==> src/rtl/xbar_sched_pkg.sv <==
// Shared types and width helper for the crossbar round-robin scheduler.
package xbar_sched_pkg;

    typedef enum logic {StIdle, StLocked} sched_state_e;

    // Index width for n items; never narrower than one bit.
    function automatic int unsigned idx_width(input int unsigned n);
        return (n > 1) ? $clog2(n) : 1;
    endfunction

endpackage

==> src/rtl/xbar_rr_pick.sv <==
// Rotate-priority picker: first asserted request at or after i_ptr, wrapping modulo NUM_REQ.
module xbar_rr_pick
    import xbar_sched_pkg::*;
#(
    parameter int unsigned NUM_REQ = 8,
    parameter int unsigned IDX_W   = idx_width(NUM_REQ)
) (
    input  logic [NUM_REQ-1:0] i_req,
    input  logic [IDX_W-1:0]   i_ptr,
    output logic               o_found,
    output logic [IDX_W-1:0]   o_idx
);

    localparam int unsigned SUM_W = IDX_W + 1;

    logic [SUM_W-1:0] w_cand;

    always_comb begin
        o_found = 1'b0;
        o_idx   = '0;
        w_cand  = '0;
        for (int unsigned k = 0; k < NUM_REQ; k++) begin
            w_cand = {1'b0, i_ptr} + SUM_W'(k);
            if (w_cand >= SUM_W'(NUM_REQ)) begin
                w_cand = w_cand - SUM_W'(NUM_REQ);
            end
            if (!o_found && i_req[w_cand[IDX_W-1:0]]) begin
                o_found = 1'b1;
                o_idx   = w_cand[IDX_W-1:0];
            end
        end
    end

endmodule

==> src/rtl/xbar_rr_scheduler.sv <==
// Per-output round-robin burst scheduler for the crossbar.
// Optional XBAR_SCHED_STATS_EN adds per-output completed-burst counters (grant_count).
module xbar_rr_scheduler
    import xbar_sched_pkg::*;
#(
    parameter int unsigned NUM_INPUTS  = 8,
    parameter int unsigned NUM_OUTPUTS = 8,
    parameter int unsigned MAX_HOLD    = 16
) (
    input  logic                              clk,
    input  logic                              rst,
    input  logic [NUM_INPUTS-1:0]             req_valid,
    input  logic [NUM_INPUTS*idx_width(NUM_OUTPUTS)-1:0] req_dest,
    input  logic [NUM_INPUTS-1:0]             req_last,
    input  logic [NUM_OUTPUTS-1:0]            out_ready,
    output logic [NUM_OUTPUTS*NUM_INPUTS-1:0] grant,
    output logic [NUM_INPUTS-1:0]             req_ready,
    output logic                              busy
`ifdef XBAR_SCHED_STATS_EN
    ,
    output logic [NUM_OUTPUTS*16-1:0]         grant_count
`endif
);

    localparam int unsigned SEL_W  = idx_width(NUM_OUTPUTS);
    localparam int unsigned IDX_W  = idx_width(NUM_INPUTS);
    localparam int unsigned HOLD_W = $clog2(MAX_HOLD + 1);

    logic [NUM_OUTPUTS-1:0][NUM_INPUTS-1:0] w_xfer_mat;
    logic [NUM_OUTPUTS-1:0]                 w_lock_d;
    logic                                   r_busy;

    for (genvar o = 0; o < NUM_OUTPUTS; o++) begin : g_out
        logic [NUM_INPUTS-1:0] w_req;
        logic                  w_found;
        logic [IDX_W-1:0]      w_pick;
        sched_state_e          r_state, w_state_d;
        logic [IDX_W-1:0]      r_ptr, w_ptr_d, r_owner, w_owner_d, w_next_ptr;
        logic [HOLD_W-1:0]     r_hold, w_hold_d, w_hold_inc;
        logic [NUM_INPUTS-1:0] r_grant, w_grant_d;
        logic                  w_own_req, w_xfer, w_done;

        for (genvar i = 0; i < NUM_INPUTS; i++) begin : g_req
            assign w_req[i] = req_valid[i] && (req_dest[i*SEL_W +: SEL_W] == SEL_W'(o));
        end

        xbar_rr_pick #(
            .NUM_REQ (NUM_INPUTS),
            .IDX_W   (IDX_W)
        ) u_pick (
            .i_req   (w_req),
            .i_ptr   (r_ptr),
            .o_found (w_found),
            .o_idx   (w_pick)
        );

        // Owner still asking for this output; otherwise the burst is abandoned.
        assign w_own_req  = w_req[r_owner];
        assign w_xfer     = (r_state == StLocked) && w_own_req && out_ready[o];
        assign w_hold_inc = (r_hold == HOLD_W'(MAX_HOLD)) ? r_hold : r_hold + HOLD_W'(1);
        assign w_done     = w_xfer && (req_last[r_owner] || (w_hold_inc == HOLD_W'(MAX_HOLD)));
        assign w_next_ptr = (r_owner == IDX_W'(NUM_INPUTS - 1)) ? '0 : r_owner + IDX_W'(1);

        always_comb begin
            w_state_d = r_state;
            w_ptr_d   = r_ptr;
            w_owner_d = r_owner;
            w_hold_d  = r_hold;
            w_grant_d = r_grant;
            unique case (r_state)
                StIdle: begin
                    if (w_found) begin
                        w_state_d = StLocked;
                        w_owner_d = w_pick;
                        w_hold_d  = '0;
                        w_grant_d = NUM_INPUTS'(1) << w_pick;
                    end
                end
                StLocked: begin
                    if (w_xfer) begin
                        w_hold_d = w_hold_inc;
                    end
                    if (!w_own_req || w_done) begin
                        w_state_d = StIdle;
                        w_grant_d = '0;
                        w_ptr_d   = w_next_ptr;
                    end
                end
                default: begin
                    w_state_d = StIdle;
                    w_grant_d = '0;
                end
            endcase
        end

        always_ff @(posedge clk or posedge rst) begin
            if (rst) begin
                r_state <= StIdle;
                r_ptr   <= '0;
                r_owner <= '0;
                r_hold  <= '0;
                r_grant <= '0;
            end else begin
                r_state <= w_state_d;
                r_ptr   <= w_ptr_d;
                r_owner <= w_owner_d;
                r_hold  <= w_hold_d;
                r_grant <= w_grant_d;
            end
        end

        assign grant[o*NUM_INPUTS +: NUM_INPUTS] = r_grant;
        assign w_xfer_mat[o] = r_grant & {NUM_INPUTS{w_xfer}};
        assign w_lock_d[o]   = (w_state_d == StLocked);

`ifdef XBAR_SCHED_STATS_EN
        logic [15:0] r_count;

        always_ff @(posedge clk or posedge rst) begin
            if (rst) begin
                r_count <= '0;
            end else if (w_done && (r_count != 16'hFFFF)) begin
                r_count <= r_count + 16'd1;
            end
        end

        assign grant_count[o*16 +: 16] = r_count;
`endif
    end

    // An input has a single destination, so at most one output row can be set per column.
    always_comb begin
        req_ready = '0;
        for (int unsigned o = 0; o < NUM_OUTPUTS; o++) begin
            req_ready = req_ready | w_xfer_mat[o];
        end
    end

    always_ff @(posedge clk or posedge rst) begin
        if (rst) begin
            r_busy <= 1'b0;
        end else begin
            r_busy <= |w_lock_d;
        end
    end

    assign busy = r_busy;

endmodule

==> config.mk <==
export PLATFORM = sky130hd
export DESIGN_NAME = xbar_rr_scheduler
export DESIGN_NICKNAME = d
export VERILOG_FILES = /design/src/rtl/xbar_sched_pkg.sv /design/src/rtl/xbar_rr_pick.sv /design/src/rtl/xbar_rr_scheduler.sv
export SDC_FILE = /design/constraint.sdc
export NUM_CORES = 1
export LEC_CHECK = 0
export CAP_MARGIN = 5
export CORE_MARGIN = 1
export CORE_UTILIZATION = 35
export CTS_BUF_LIST = sky130_fd_sc_hd__clkbuf_2
export CTS_CLUSTER_SIZE = 24
export DETAILED_ROUTE_END_ITERATION = 16
export SETUP_SLACK_MARGIN = 0.1
export SYNTH_ARGS = -nofsm -noshare
export SYNTH_HDL_FRONTEND = slang
export SYNTH_SLANG_ARGS = --single-unit
==> constraint.sdc <==
create_clock -name clk -period 13.3 [get_ports clk]
set_input_delay 3.325 -clock clk [delete_from_list [all_inputs] [get_ports clk]]
set_output_delay 3.325 -clock clk [all_outputs]
set_load 0.01 [all_outputs]
# Yosys cells after proc, flatten, opt, wreduce, memory -nomap -nowiden
# Index checks and enable logic that the tools add are counted.
[totals] register_bits=161 latchBits=0 ramBits=0 rom_bits=0 input_bits=50 output_inout_bits=73 memories=0
[op_classes] add_sub_neg=136 n_mul=0 n_div=0 magnitude_cmp=136 eq_ne=104 shift=8 mux=440 n_bitwise=23 reduce_logical=265
[op_table] op="$mux W3" n=136
[op_table] op="$lt A3 B4 Y1 const B" n=72
[op_table] op="$bmux W1 S3" n=80
[op_table] op="$ge A4 B4 Y1 const B" n=56
[op_table] op="$sub A3 B1 Y3 const B" n=64
[op_table] op="$mux W1" n=160
[op_table] op="$logic_and A1 B1 Y1" n=144
[op_table] op="$add A3 B3 Y4 const B" n=32
[op_table] op="$mux W8" n=16
[op_table] op="$pmux W8 S2" n=8
[op_table] op="$eq A3 B3 Y1 const B" n=40
[op_table] op="$mux W5" n=24
[op_table] op="$eq A5 B5 Y1 const B" n=16
[op_table] op="$pmux W5 S2" n=8
[op_table] op="$add A3 B2 Y4 const B" n=16
[op_table] op="$and A8 B8 Y8" n=8
[op_table] op="$logic_not A1 Y1" n=64
[op_table] op="$reduce_and A2 Y1" n=32
[op_table] op="$shl A1 B3 Y8 const A" n=8
[op_table] op="$or A8 B8 Y8" n=7
[op_table] op="$eq A3 B2 Y1 const B" n=16
[op_table] op="$ne A2 B1 Y1 const B" n=24
[op_table] op="$add A5 B1 Y5 const B" n=8
[op_table] op="$add A3 B1 Y4 const B" n=8
[op_table] op="8 further kinds" n=65

# Logic depth before layout (Yosys ltp)
[depth] word_depth=29 ltp_mapped=13

# By module
# Synthesis repeated with hierarchy kept, for this count alone.
[unflattened] hier_cells=1835 area_unflattened_um2=16579.7
[by_module_without_submodules] mod="xbar_rr_scheduler" n_inst=1 cells_per_inst=1035 area_per_inst_um2=10073.4
[by_module_without_submodules] mod="xbar_rr_pick" n_inst=8 cells_per_inst=100 area_per_inst_um2=813.3

# Worst setup path before layout
# OpenSTA, ideal clock, no wires.
[synth_timing] path_type="input to output" start="input port req_dest[15]" end="output port req_ready[5]" t_arrival_ns=5.472 path_slack_ns=4.503 stages=8 cell_sequence="or4bb_2 mux4_2 mux2i_1 and3_1 buf_2 buf_2 a222oi_1 nand3_1"
[synth_via] elab_chain_cells=14 elab_cells_between_ends=63
[synth_rtl] item="start: declaration" line_no="xbar_rr_scheduler.sv:13" rtl="input logic [NUM_INPUTS*idx_width(NUM_OUTPUTS)-1:0] req_dest,"
[synth_rtl] item="$eq A3 B1 Y1 / $logic_not A3 Y1 (equally long branches)" line_no="xbar_rr_scheduler.sv:44" rtl="assign w_req[i] = req_valid[i] && (req_dest[i*SEL_W +: SEL_W] == SEL_W'(o));"
[synth_rtl] item="$logic_and A1 B1 Y1" line_no="xbar_rr_scheduler.sv:44"
[synth_rtl] item="$bmux W1 S3" line_no="xbar_rr_scheduler.sv:58" rtl="assign w_own_req = w_req[r_owner];"
[synth_rtl] item="$mux W1 (not written as such)" line_no="xbar_rr_scheduler.sv:58"
[synth_rtl] item="$logic_and A1 B1 Y1 (2 in a row)" line_no="xbar_rr_scheduler.sv:59" rtl="assign w_xfer = (r_state == StLocked) && w_own_req && out_ready[o];"
[synth_rtl] item="$and A8 B8 Y8" line_no="xbar_rr_scheduler.sv:113" rtl="assign w_xfer_mat[o] = r_grant & {NUM_INPUTS{w_xfer}};"
[synth_rtl] item="$or A8 B8 Y8 (6 in a row)" line_no="xbar_rr_scheduler.sv:135" rtl="req_ready = req_ready | w_xfer_mat[o];"
[synth_rtl] item="$or A8 B8 Y8 (*)" line_no="xbar_rr_scheduler.sv:135"
[synth_rtl] item="end: declaration" line_no="xbar_rr_scheduler.sv:17" rtl="output logic [NUM_INPUTS-1:0] req_ready,"
# Every way passes the cells marked *; elsewhere a longest branch is shown, timed or not. The select of a mux whose other input is x is not followed.

# Final worst setup path
[layout_timing] start="input port req_dest[16]" end="output port req_ready[2]"
# Same word-level chain as after synthesis.

==> flow_summary.ini <==
[synthesis]
synth_top_area_cell = dfrtp_1
synth_ff_type = dfrtp_1
synth.most_common_cell = dfrtp_1
synth_area_sq_mm = 0.0165
ys_seq_area_frac = 0.244
yosysTopAreaCellShare = 0.244
synth.ff_latch_count = 161
synth.cells.most_frequent = dfrtp_1, nand2_1, nor2_1
synth_warnings = 0
postSynthAreaPerCell_sq_um = 9.30
synth_area_leaders = dfrtp_1, mux4_2, mux2i_1, ha_1, nand2_1
syn-num-nets = 1873
synth_edf_count = 0
syn_inst = 1775
synthArstFlopShare = 1.00
yosys.cell_types.count = 103

[final_layout]
nets = 1924
fill_cells = 4626
drive_above_1_share = 0.125
area_growth_pct = 11.2

[placed_design]
place.gp.congestion = 0.968
hpwlAfterDp_um = 46500
place_ws_ns = 2.64
io_buffers = 122

[global_route]
grt_usage = 0.247
grt_remaining_overflow = 0
grt_max_degree = 67
grt_pass1_wl_um = 88900
grt_pass1_vias = 14428
antenna_found_initial = 16

[sta]
rsz0062_at_grt = false
worstMarginPinSlew_ns = 1.31
skew_ns = 0.0444
drv_slew = 0
setup_ws_ns = 2.56
fin_crit_sh = 0.808
fin_crit_ns = 10.74
fmax_mhz = 93.1
final_hold_viol_count = 0
fin_setup_tns_ns = 0
setup_viol = 0
slew_headroom = 0.113

[critical_path]
required_ns = 9.97
worstSetupEndpointType = output pin
path_max_fanout = 20
crit_type = primary input to output pin
start_kind = primary input
worstPathArrival_ns = 7.42

[pwr]
peakVddDrop_mv = 0.131
power.leakage_nw = 6.91
pwr_density_cell_mw_per_mm2 = 209

[detailed_routing]
wire_per_inst_um = 24.2
drc = 0
viasPerCell = 6.42
routed_wl_um = 59400
ant_nets = 0
drt_pre_antenna_iters = 6
vias = 15777
drtIter0Drc = 1552

[cts]
clk_pin_slew_ns = 0.27
cts_resized = 0
clkLatencyLatePin_ns = 1.05
cts_max_level = 4
cts_hold_buf = 0
clock-root-buffer = clkbuf_2
cts_buffer_depth = 2
postCtsSetupBuffers = 0
cts_tree = yes
cts_buffers = 17
numClockSinks = 161

[floorplan]
die_y_um = 219
num_rows = 79
die_area_sq_mm = 0.0480
die_x_um = 219
initial_core_util = 0.354
core_sq_mm = 0.0466
num_io_pins = 123

[worst_hold_path]
hp-class = flop to flop

[run_status]
status = completed

[job]
cap_violations = 0
worst paths after layout:
path | depth (start not counted) | end | start | slack, ns
min in group asynchronous | 2 | g_out[5].r_hold[3] | rst | 2.63
max in group asynchronous | 3 | g_out[6].r_hold[0] | rst | 9.44
hold / removal | 1 | g_out[7].r_hold[4] | g_out[7].r_hold[4] | 0.55
setup reg to reg | 10 | busy | g_out[7].r_ptr[0] | 7.91
hold reg to reg | 1 | g_out[7].r_hold[4] | g_out[7].r_hold[4] | 0.55
setup / recovery | 8 | req_ready[2] | req_dest[16] | 2.56
area by class of cell:
cell class                 count  area, sq um  share of cell area
sequential                   161         4030               0.220
multi-input combinational   1429        11700               0.636
clock buffer                  17         85.1             0.00464
timing repair buffer         128         1270              0.0690
inverter                      89          339              0.0185
clock inverter                15          169             0.00921
antenna                       11         27.5             0.00150
tap                          607          759              0.0414
cell families (layout without fill, tap and decap cells):
family / after synthesis / count (layout) / synth area share
flops: 161 / 161 / 0.244
mux: 205 / 205 / 0.203
xor+xnor: 53 / 53 / 0.0281
fa+ha+maj: 48 / 48 / 0.0364
buf+inv: 185 / 249 / 0.0488
compound gates: 504 / 504 / 0.220
simple gates: 619 / 619 / 0.219
other cells: 0 / 11 / 0
power breakdown:
group | internal [mW] | switching (mW) | total, mW
sequential | 0.641 | 0.367 | 1.01
clock | 0.0786 | 0.231 | 0.309
combinational | 1.08 | 1.43 | 2.51
total | 1.80 | 2.03 | 3.83
layout by cell type (no fill, tap or decap), types with 14 or more instances in the layout:
cell type,n
a21oi_1,55
a222oi_1,18
a22oi_1,25
a31oi_1,17
a32o_1,21
and2_1,19
and3_1,16
and4b_1,21
clkbuf_2,17
clkdlybuf4s50_1,122
dfrtp_1,161
ha_1,48
inv_1,79
mux2_2,40
mux2i_1,65
mux4_2,98
nand2_1,151
nand2b_1,28
nand3_1,62
nand4_1,17
nand4b_1,25
nor2_1,114
nor2b_1,18
nor3_1,20
nor4bb_1,17
o21ai_0,110
o22ai_1,26
o2bb2ai_1,18
o31ai_1,39
or2_2,14
or4bb_1,22
xnor2_1,33
xor2_1,20
flip-flops by register name (all words and copies together), names as in the netlist:
signal and count:
g_out.r_owner 24, busy 1, g_out.r_grant 64, g_out.r_state 8, g_out.r_hold 40, g_out.r_ptr 24
critical path, stage by stage:
cell,delay (ns)
clkdlybuf4s50_1,0.68
or4bb_2,0.78
mux4_2,0.52
mux2i_1,0.31
and3_1,0.75
a222oi_1,0.28
nand3_1,0.20
clkdlybuf4s50_1,0.57
per-stage QoR:
step / hold WS (ns) / instances / total power, mW / cell area, sq um / utilization
2_1_floorplan: 0.488 / 1775 / 2.74 / 16500 / -
3_3_place_gp: 0.519 / 2414 / 3.47 / 18100 / 0.388
3_5_place_dp: 0.514 / 2414 / 3.49 / 18100 / 0.388
4_1_cts: 0.548 / 2446 / 3.82 / 18300 / 0.393
5_1_grt: 0.589 / 2452 / 4.12 / 18300 / 0.394
6_report: 0.546 / 2457 / 3.83 / 18300 / 0.394
metal layers:
layer / GRT usage / part of all wire
met1: 0.331 / 0.43
met2: 0.374 / 0.44
met3: 0.0606 / 0.085
met4: 0.113 / 0.039
met5: 0 / 0.0013
No activity file was read; power rests on OpenSTA's default activity.
